[src/rtl/action_pkg.sv]
// Shared types and constants for the dog sprite-animation controller.
package action_pkg;

  // Screen and sprite geometry in pixels.
  localparam int unsigned SCREEN_W  = 640;
  localparam int unsigned SCREEN_H  = 480;
  localparam int unsigned SPRITE_SZ = 64;

  // Animation FSM states; the jump states only exist in ACTION_JUMP_EN builds.
  typedef enum logic [2:0] {
    StWalkR,
    StWalkL,
    StSit,
    StJumpUp,
    StJumpDn
  } state_e;

  // Wall the dog last reached; decides which way it walks after sitting/jumping.
  typedef enum logic {
    DirRight,
    DirLeft
  } dir_e;

  // Sprite-ROM frame indices driven on ActionSel (7 is reserved).
  localparam logic [2:0] FRM_WR0 = 3'd0;
  localparam logic [2:0] FRM_WR1 = 3'd1;
  localparam logic [2:0] FRM_WL0 = 3'd2;
  localparam logic [2:0] FRM_WL1 = 3'd3;
  localparam logic [2:0] FRM_SIT = 3'd4;
  localparam logic [2:0] FRM_JUP = 3'd5;
  localparam logic [2:0] FRM_JDN = 3'd6;

endpackage

[src/rtl/action_tick_gen.sv]
// Divides the pixel clock down to a one-cycle animation tick; run=0 holds the count.
module tick_gen #(
  parameter int unsigned TICK_DIV = 2500000
) (
  input  logic clk_i,
  input  logic rst_i,
  input  logic run_i,
  output logic tick_o
);

  localparam int unsigned CntW = (TICK_DIV > 1) ? $clog2(TICK_DIV) : 1;
  localparam logic [CntW-1:0] CntLast = CntW'(TICK_DIV - 1);

  logic [CntW-1:0] cnt_q, cnt_d;

  // Tick on the last count while running, then wrap; otherwise count only when running.
  always_comb begin
    tick_o = run_i && (cnt_q == CntLast);
    cnt_d  = cnt_q;
    if (tick_o) begin
      cnt_d = '0;
    end else if (run_i) begin
      cnt_d = cnt_q + 1'b1;
    end
  end

  // Counter register with synchronous reset.
  always_ff @(posedge clk_i) begin
    if (rst_i) begin
      cnt_q <= '0;
    end else begin
      cnt_q <= cnt_d;
    end
  end

endmodule

[src/rtl/action.sv]
// Dog sprite-animation controller: walks the dog between the walls, sitting at each wall.
// Define ACTION_JUMP_EN to replace the sit with a jump (uses STEP_Y and JUMP_H).
module action
  import action_pkg::*;
#(
  parameter int unsigned TICK_DIV  = 2500000,
  parameter int unsigned STEP_X    = 16,
  parameter int unsigned X_MIN     = 0,
  parameter int unsigned X_MAX     = SCREEN_W - SPRITE_SZ,
  parameter int unsigned Y_GROUND  = 400,
`ifdef ACTION_JUMP_EN
  parameter int unsigned STEP_Y    = 8,
  parameter int unsigned JUMP_H    = 64,
`endif
  parameter int unsigned SIT_TICKS = 10
) (
  input  logic       pixel_clk,
  input  logic       reset,
  input  logic       run,
  output logic [2:0] ActionSel,
  output logic [9:0] DogPos_x,
  output logic [8:0] DogPos_y
);

  localparam int unsigned SitW = (SIT_TICKS > 1) ? $clog2(SIT_TICKS) : 1;
  localparam logic [SitW-1:0] SitLast = SitW'(SIT_TICKS - 1);
  localparam logic [9:0] XMin = 10'(X_MIN);
  localparam logic [9:0] XMax = 10'(X_MAX);
  localparam logic [8:0] YGround = 9'(Y_GROUND);

  logic tick;

  tick_gen #(
    .TICK_DIV(TICK_DIV)
  ) u_tick_gen (
    .clk_i (pixel_clk),
    .rst_i (reset),
    .run_i (run),
    .tick_o(tick)
  );

  state_e          state_q, state_d;
  dir_e            dir_q, dir_d;
  logic [SitW-1:0] sit_q, sit_d;
  logic [2:0]      frm_q, frm_d;
  logic [9:0]      x_q, x_d;

`ifdef ACTION_JUMP_EN
  localparam int unsigned YApexI = Y_GROUND - JUMP_H;
  localparam logic [8:0] YApex = 9'(YApexI);
  logic [8:0] y_q, y_d;
`endif

  // Next-state logic: everything advances only on an animation tick.
  always_comb begin
    state_d = state_q;
    dir_d   = dir_q;
    sit_d   = sit_q;
    frm_d   = frm_q;
    x_d     = x_q;
`ifdef ACTION_JUMP_EN
    y_d     = y_q;
`endif
    if (tick) begin
      case (state_q)
        StWalkR: begin
          // Compare before adding so x saturates at X_MAX for any STEP_X.
          if (32'(x_q) + STEP_X >= X_MAX) x_d = XMax;
          else                            x_d = x_q + 10'(STEP_X);
          frm_d = (frm_q == FRM_WR0) ? FRM_WR1 : FRM_WR0;
          if (x_d == XMax) begin
            dir_d = DirRight;
            sit_d = '0;
`ifdef ACTION_JUMP_EN
            state_d = StJumpUp;
            frm_d   = FRM_JUP;
`else
            state_d = StSit;
            frm_d   = FRM_SIT;
`endif
          end
        end
        StWalkL: begin
          // Compare before subtracting so x never underflows below X_MIN.
          if (32'(x_q) <= X_MIN + STEP_X) x_d = XMin;
          else                            x_d = x_q - 10'(STEP_X);
          frm_d = (frm_q == FRM_WL0) ? FRM_WL1 : FRM_WL0;
          if (x_d == XMin) begin
            dir_d = DirLeft;
            sit_d = '0;
`ifdef ACTION_JUMP_EN
            state_d = StJumpUp;
            frm_d   = FRM_JUP;
`else
            state_d = StSit;
            frm_d   = FRM_SIT;
`endif
          end
        end
`ifdef ACTION_JUMP_EN
        StJumpUp: begin
          if (32'(y_q) <= YApexI + STEP_Y) y_d = YApex;
          else                             y_d = y_q - 9'(STEP_Y);
          frm_d = FRM_JUP;
          if (y_d == YApex) state_d = StJumpDn;
        end
        StJumpDn: begin
          if (32'(y_q) + STEP_Y >= Y_GROUND) y_d = YGround;
          else                               y_d = y_q + 9'(STEP_Y);
          frm_d = FRM_JDN;
          if (y_d == YGround) begin
            state_d = (dir_q == DirRight) ? StWalkL : StWalkR;
            frm_d   = (dir_q == DirRight) ? FRM_WL0 : FRM_WR0;
          end
        end
`else
        StSit: begin
          if (sit_q == SitLast) begin
            sit_d   = '0;
            state_d = (dir_q == DirRight) ? StWalkL : StWalkR;
            frm_d   = (dir_q == DirRight) ? FRM_WL0 : FRM_WR0;
          end else begin
            sit_d = sit_q + 1'b1;
          end
        end
`endif
        default: begin
          state_d = StWalkR;
          frm_d   = FRM_WR0;
        end
      endcase
    end
  end

  // State and output registers with synchronous reset to the starting pose.
  always_ff @(posedge pixel_clk) begin
    if (reset) begin
      state_q <= StWalkR;
      dir_q   <= DirRight;
      sit_q   <= '0;
      frm_q   <= FRM_WR0;
      x_q     <= XMin;
`ifdef ACTION_JUMP_EN
      y_q     <= YGround;
`endif
    end else begin
      state_q <= state_d;
      dir_q   <= dir_d;
      sit_q   <= sit_d;
      frm_q   <= frm_d;
      x_q     <= x_d;
`ifdef ACTION_JUMP_EN
      y_q     <= y_d;
`endif
    end
  end

  assign ActionSel = frm_q;
  assign DogPos_x  = x_q;
`ifdef ACTION_JUMP_EN
  assign DogPos_y  = y_q;
`else
  assign DogPos_y  = YGround;
`endif

endmodule

[config.mk]
export PLATFORM = sky130hd
export DESIGN_NAME = action
export DESIGN_NICKNAME = d
export VERILOG_FILES = /design/src/rtl/action_pkg.sv /design/src/rtl/action_tick_gen.sv /design/src/rtl/action.sv
export SDC_FILE = /design/constraint.sdc
export NUM_CORES = 1
export LEC_CHECK = 0
export CORE_ASPECT_RATIO = 1.5
export CORE_MARGIN = 1
export CORE_UTILIZATION = 61
export DETAILED_ROUTE_END_ITERATION = 12
export PLACE_DENSITY = 0.86
export SKIP_LAST_GASP = 1
export SLEW_MARGIN = 20
export SYNTH_ARGS = -nofsm -noshare
export SYNTH_HDL_FRONTEND = slang
export SYNTH_SLANG_ARGS = --single-unit
[constraint.sdc]
create_clock -name pixel_clk -period 4.3 [get_ports pixel_clk]
set_clock_uncertainty 0.2 [all_clocks]
set_input_delay 0.645 -clock pixel_clk [delete_from_list [all_inputs] [get_ports pixel_clk]]
set_output_delay 0.645 -clock pixel_clk [all_outputs]
set_load 0.01 [all_outputs]
Word-level counts from Yosys, hierarchy flattened. Cells that the tools add are included.

Add/subtract/negate cells: 5. Magnitude comparators: 2. Equal/unequal tests: 9. Mux-type cells: 26. Reduce and logical (&&, ||, !) cells: 12.

Operator list (count): two-way mux 10 bit (6); adder 22 x 1 -> 22 bit, second input constant (1); == test 22 bit, second input constant (1); one-hot mux 10 bit (2 select lines) (1); two-way mux 3 bit (6); one-hot mux 3 bit (3 select lines) (2); two-way mux 4 bit (3); one-hot mux 4 bit (3 select lines) (1); AND reduction 4 bit (3); adder 10 x 5 -> 11 bit, second input constant (1); greater-or-equal comparator 11 x 10 -> 1 bit, second input constant (1); adder 10 x 5 -> 10 bit, second input constant (1); == test 10 bit, second input constant (1); less-or-equal comparator 10 x 5 -> 1 bit, second input constant (1); zero test 10 bit (1); subtractor 10 x 5 -> 10 bit, second input constant (1); == test 3 x 2 -> 1 bit, second input constant (2); zero test 3 bit (2); != test 2 bit, second input constant (3); two-way mux 1 bit (5); adder 4 x 1 -> 4 bit, second input constant (1); == test 4 bit, second input constant (1); AND reduction 2 bit (2); == test 3 x 1 -> 1 bit, second input constant (1); 6 further kinds (6).

Bits in registers: 43. Input port bits: 3. Output and inout port bits: 22. Word-level logic and storage cells: 60.

Longest topological paths before layout.
Word-level depth: 8. Mapped depth: 9. Depth with buffers taken out: 7.

Modules after synthesis. A second synthesis with hierarchy kept.

Cells, all modules: 291. Area, all modules: 2411.1 um^2.

Modules (own cells, without submodules): action (instances 1, cells each 169, area an instance 1346.3 um^2, sequential area each 400.4 um^2); tick_gen (instances 1, cells each 122, area an instance 1064.8 um^2, sequential area each 440.4 um^2).

Worst setup path after synthesis. Ideal clock, no wire load.

Kind: in2reg. Start point: in run. End point: reg sit_q[1]. Setup time: 0.121 ns. Data arrival time: 2.172 ns. Data required time: 3.979 ns. Slack: 1.807 ns. Stages on the path: 8. Buffers on the path: 2. Cell sequence: and4_1 buf_6 nand4_1 or3_1 buf_2 a211o_1 o31a_2 mux2_4.

Longest elaborated chain between the ends: 2.

RTL lines: start, declared (RTL line action.sv:19) `input logic run,`; logical AND 1 bit (RTL line action_tick_gen.sv:18) `tick_o = run_i && (cnt_q == CntLast);`; AND reduction 4 bit (no line); end signal, assigned (RTL line action.sv:149) `sit_q <= sit_d;`; end, declared (RTL line action.sv:44) `logic [SitW-1:0] sit_q, sit_d;`.

No other way between the ends. A chain may end at the register's enable or synchronous reset.

Final worst setup path.
Start point: in run. End point: reg x_q[1], in the netlist DogPos_x[1].

Longest elaborated chain between the ends: 2.

RTL lines: logical AND 1 bit (RTL line action_tick_gen.sv:18); AND reduction 2 bit (no line); end signal, assigned (RTL line action.sv:142) `x_q <= XMin;`; end, declared (RTL line action.sv:46) `logic [9:0] x_q, x_d;`.

No other way between the ends.

==> summary.txt <==
# IOs -> 25
antenna cells -> 0
IO Port Bufs -> 15
dpl hpwl -> 3.60 mm
fmax -> 338 MHz
wire per inst -> 14.7 um
via count -> 2,129
Max IR drop VDD -> 0.000537 V
Reg2Reg Depth -> 6
Hold Path Class -> reg -> reg
sequential fraction of the synthesis area -> 0.349
fin util -> 0.708
Worst-Margin Slew -> 0.747 ns
DR pass1 iterations -> 4
Core ar. -> 3720 um2
final hold slack -> 0.288 ns
detailed-route vias per instance -> 6.10
total track usage -> 0.265
startpoint types -> input port
EDFF count, synth -> 0
later-pin clock latency in the skew report -> 0.30 ns
r2r endpoint -> sit_q[1]
clock sink count -> 42
share of cells above drive strength 1 -> 0.0556
Worst Hold Depth -> 2
H-Tree Depth -> 2
Final Max Tran Viols -> 0
critical path class -> in -> reg
CTS tree -> built
width of the die -> 53.3 um
first-pass GRT wire length -> 8.34 mm
Gate Count Post-Synth -> 299
post-CTS setup buffers -> 0
PwrDens -> 276 nW/um2
Worst EP required -> 4.29 ns
initial drt markers -> 97
std cell rows -> 27
die height -> 79 um
clk root buf -> clkbuf_8
Slew HR -> 0.502
PostCTS Resize Cnt -> 0
Area Overhead vs Synth -> 9.08%
HP Start -> dir_q
# setup viols final -> 0
die area -> 4210 um2
Synth area leaders -> dfxtp_1 (35%), nor2_1 (7.0%), xor2_1 (5.1%), xnor2_1 (3.3%), ha_1 (3.1%)
WL final -> 5.14 mm
Leak Pwr -> 0.952 nW
min Tclk post-route -> 2.96 ns
end of the worst hold path -> dir_q
commonest non-fill, non-tap cell in the layout -> nor2_1
TNS Setup -> 0 ns
DRC Markers -> 0
largest net degree at the start of global routing -> 24
Distinct cells, synth -> 55
Max FO, Critical Path -> 8
commonest register cell after synthesis -> dfxtp_1
Max clock buf depth -> 2
syn_area_per_cell -> 8.06 um2
RSZ-0062 raised after global routing -> no
hold buffers post-CTS -> 0
flops & latches, synth -> 42
final worst path period share -> 0.688
arrival time worst endpoint -> 2.95 ns
Overflow after GRT -> 0
FF-to-FF Start -> DogPos_x[4]
Clock transition at path regs -> 0.08 ns
share of the synthesized area in the top cell type -> 0.349
initial antenna violation count -> 0
most frequent cells in the layout -> nor2_1 (45), dfxtp_1 (42), nand2_1 (16), clkdlybuf4s50_1 (15), xor2_1 (14)
initial core utilization -> 0.649
biggest area consumer among synthesized cells -> dfxtp_1
Total Power -> 0.725 mW
worst slack at placement -> 1.07 ns
TritonCTS Buffers -> 5
Ys Warns -> 0
Async S/R FF share, synth -> 0
Nets -> 314
Hold Fails Final Rpt -> 0
CP Capture Type -> register
Setup WS post-layout -> 1.34 ns
Routed Antenna Nets -> 0
status -> finished, final reports clean
reg2reg setup slack -> 1.56 ns
GP Congestion -> 0.853
post-synth design cell area -> 2410 um2
vias in the first global route -> 1,982
max cap viols -> 0
==> state kept, by name, indices dropped and copies added (netlist names) <==
| name | flops |
|---|---|
| ActionSel | 3 |
| DogPos_x | 10 |
| dir_q | 1 |
| sit_q | 4 |
| state_q | 2 |
| u_tick_gen.cnt_q | 22 |
==> per-stage QoR <==
| step | instance area [um2] | instances |
|---|---|---|
| after floorplan | 2440 | 306 |
| after CTS | 2630 | 349 |
| final | 2630 | 349 |
| after detailed placement | 2520 | 341 |
| after global routing | 2630 | 349 |
| after global placement | 2520 | 341 |
==> Yosys cell counts, types with 3 or more instances <==
cell type / number
and3_1: 5
nand2_1: 16
xor2_1: 14
a31oi_1: 5
nand3_1: 11
inv_1: 8
xnor2_1: 9
o21ai_0: 10
nor3_1: 7
nor4_1: 8
o21a_1: 3
and4_1: 4
and2_1: 7
nor4b_1: 4
a211oi_1: 4
clkbuf_1: 12
buf_4: 9
ha_1: 6
nand4_1: 10
or3_1: 5
dfxtp_1: 42
nand2b_1: 3
nor2_1: 45
a21oi_1: 11
==> metal layers <==
| metal | up-vias | global-route usage | share of wire |
|---|---|---|---|
| li1 | 1063 | - | - |
| met1 | 1006 | 0.281 | 0.42 |
| met2 | 52 | 0.459 | 0.53 |
| met3 | 8 | 0.0575 | 0.033 |
| met4 | 0 | 0.155 | 0.019 |
| met5 | - | 0 | 0 |
==> layout make-up <==
type                       count  area, um2
clock buffer                   5       68.8
clock inverter                 3       45.0
fill                         312       1090
inverter                       8       30.0
multi-input combinational    232       1430
sequential                    42        841
tap                           43       53.8
timing repair buffer          16        158
==> cell families (layout without fill, tap and decap cells) <==
family / count (synthesis) / after routing / synth area share
AOI/OAI and AO/OA: 54 / 54 / 0.152
xor gates and xnor gates: 23 / 23 / 0.0836
adders and majority gates: 6 / 6 / 0.0311
buffers and inverters: 32 / 32 / 0.0675
DFF: 42 / 42 / 0.349
muxes: 4 / 4 / 0.0192
other: 2 / 9 / 0.00311
and+or+nand+nor: 136 / 136 / 0.295
==> power by group <==
part           internal (mW)  switching (mW)  leakage (nW)  total [mW]
sequential             0.391         0.00192         0.339       0.392
clock                  0.173           0.140        0.0504       0.313
combinational        0.00617          0.0131         0.563      0.0193
total                  0.569           0.155         0.952       0.725
==> critical path: stages <==
cell and delay [ns]:
clkdlybuf4s50_1 0.56, and4_1 0.39, and3_1 0.23, nand3_1 0.29, nor2_1 0.44, a21oi_1 0.19
and2_1 0.20
==> worst max path at each step <==
| stage | from | to | slack [ns] | cells after the start |
|---|---|---|---|---|
| final | run | DogPos_x[1] | 1.34 | 7 |
| after global routing | run | DogPos_x[1] | 1.14 | 7 |
| after CTS | run | sit_q[1] | 1.38 | 7 |
| after detailed placement | run | sit_q[1] | 1.07 | 7 |
| after global placement | run | sit_q[1] | 1.10 | 7 |
| after floorplan | run | sit_q[1] | 1.81 | 8 |
No activity file was read; power rests on OpenSTA's default activity.
==> variant: new RTL, same settings <==
`TICK_DIV` is set to 2500000 in 2 places; all go to 1250000.
--- a/src/rtl/action_tick_gen.sv
+++ b/src/rtl/action_tick_gen.sv
@@ -1,5 +1,5 @@
 // Divides the pixel clock down to a one-cycle animation tick; run=0 holds the count.
 module tick_gen #(
-  parameter int unsigned TICK_DIV = 2500000
+  parameter int unsigned TICK_DIV = 1250000
 ) (
   input  logic clk_i,
--- a/src/rtl/action.sv
+++ b/src/rtl/action.sv
@@ -4,5 +4,5 @@
   import action_pkg::*;
 #(
-  parameter int unsigned TICK_DIV  = 2500000,
+  parameter int unsigned TICK_DIV  = 1250000,
   parameter int unsigned STEP_X    = 16,
   parameter int unsigned X_MIN     = 0,
Formal check against the unedited RTL: no difference found for any inputs over 10 cycles, from zero or initial values and one cycle with reset high; that may be too few to reach the edited logic, so the function may still have changed.
==> variant against the unedited design <==
  * Wire length rose by 5.2%
  * Hold slack better by 0.0046 ns
  * Synthesized cell count increased by 2.0%
  * Sequential cell count is 1 lower
  * Sequential share of layout area fell by 1.1 points
  * Core utilization decreased by 0.47 points
  * Cell area increased by 1.1%
  * Setup slack worse by 0.19 ns
  * Clock power decreased by 23%
  * Total power decreased by 11%
  * Non-clock buffer count is the same
  * Synthesized area increased by 2.3%
==> variant: results (changes against the unedited design) <==
Route
  • Routed wl met3: 162 um (was 168 um)
  • Metal2 WL: 2.84 mm (was 2.71 mm)
  • Iter 0 DRT Violations: 74 (was 97)
  • Total number of vias: 2,201 (was 2,129)

Logic synthesis
  • Synth unique cells: 57 (was 55)
  • Compound-Gate Fraction of Synth Area: 15.5% (was 15.2%)
  • Top post-synthesis cells by count: dfxtp_1 (41), nor2_1 (39), nand2_1 (18), xnor2_1 (15), inv_1 (14) (was nor2_1 (45), dfxtp_1 (42), nand2_1 (16), xor2_1 (14), clkbuf_1 (12))
  • Largest cells by area after synthesis: dfxtp_1 (33%), nor2_1 (5.9%), xnor2_1 (5.3%), ha_1 (3.0%), xor2_1 (2.8%) (was dfxtp_1 (35%), nor2_1 (7.0%), xor2_1 (5.1%), xnor2_1 (3.3%), ha_1 (3.1%))
  • Sequential area share after synthesis: 33.3% (was 34.9%)
  • Post-Synth Adder-Cell Area: 3.04% (was 3.11%)
  • Syn avg cell area: 8.09 sq um (was 8.06 sq um)
  • Post-Synth XOR/XNOR Area: 8.17% (was 8.35%)

GRT
  • Largest net degree at the start of global routing: 25 (was 24)
  • First-pass GRT wire length: 8.81 mm (was 8.34 mm)
  • Vias in the first global route: 2,019 (was 1,982)
  • GR Util All Layers: 27.9% (was 26.5%)

Finish
  • Fillers: 323 (was 312)
  • ANT cells: 0 (unchanged)
  • Final Non-Filler Cells: 357 (was 349)
  • Layout cells sized above 1: 4.46% (was 5.56%)
  • NumNets Final: 322 (was 314)
  • Max reg flops: 21 (was 22)

Placement
  • Placed inst area: 0.00258 sq mm (was 0.00252 sq mm)
  • Inst Count DP: 349 (was 341)
  • Post-DP HPWL: 3.93 mm (was 3.60 mm)
  • Dpl ws: 0.857 ns (was 1.07 ns)

Timing
  • Hold Worst Slack: 0.293 ns (was 0.288 ns)
  • Slew headroom: 50.0% (was 50.2%)

Status
  • Status: finished, final reports clean (unchanged)

Hold path
  • Hold Path Origin: ActionSel[0]$_SDFFE_PP0P_ (was dir_q$_SDFFE_PP0P_)
  • Hold Path Sink: ActionSel[0]$_SDFFE_PP0P_ (was dir_q$_SDFFE_PP0P_)

Worst setup path
  • Critical path fanouts, max: 21 (was 8)
  • R2R cell count: 7 (was 6)
  • Slowest CP cell: or4_1 (was clkdlybuf4s50_1)
  • R2r setup slk: 1.33 ns (was 1.56 ns)
  • Worst setup path endpoint: u_tick_gen.cnt_q[6]$_SDFFE_PP0P_ (was DogPos_x[1]$_SDFFE_PP0P_)

Clock network
  • CTS H-Tree Depth: 2 (unchanged)

Pwr
  • Leak Pwr: 0.000886 uW (was 0.000952 uW)
  • Peak VDD IR: 0.253 mV (was 0.537 mV)
==> variant: cell types whose count changed in the layout (fill, tap and decap cells not counted), moves of 3 or more <==
cell	change
inv_1	+6
nor2_1	-6
nor4b_1	-4
nand4_1	-4
nor3_1	+5
or4_1	+3
xor2_1	-6
nand2b_1	+4
xnor2_1	+6
==> variant: report_power, final <==
group          internal (uW)  leakage, uW  switching (uW)  total (uW)
logic                   5.98     0.000511            12.9        18.9
clock network            112    0.0000450             129         241
registers                381     0.000330            1.60         383
total                    500     0.000886             143         643
==> variant: cell type report <==
class                   count  share of cell area [%]
well taps                  43                    2.02
flip-flops and latches     41                    30.9
repair buffers             16                    5.93
inverters                  14                    1.98
clock buffers               6                    2.73
multi-input cells         235                    56.1
clock inverters             2                   0.376
==> variant: per-layer routing <==
metal  vias to the layer above  track usage (%)
li1                       1090                -
met3                        18             5.33
met5                         -                0
met2                        57             47.8
met4                         0             17.4
met1                      1036             29.9
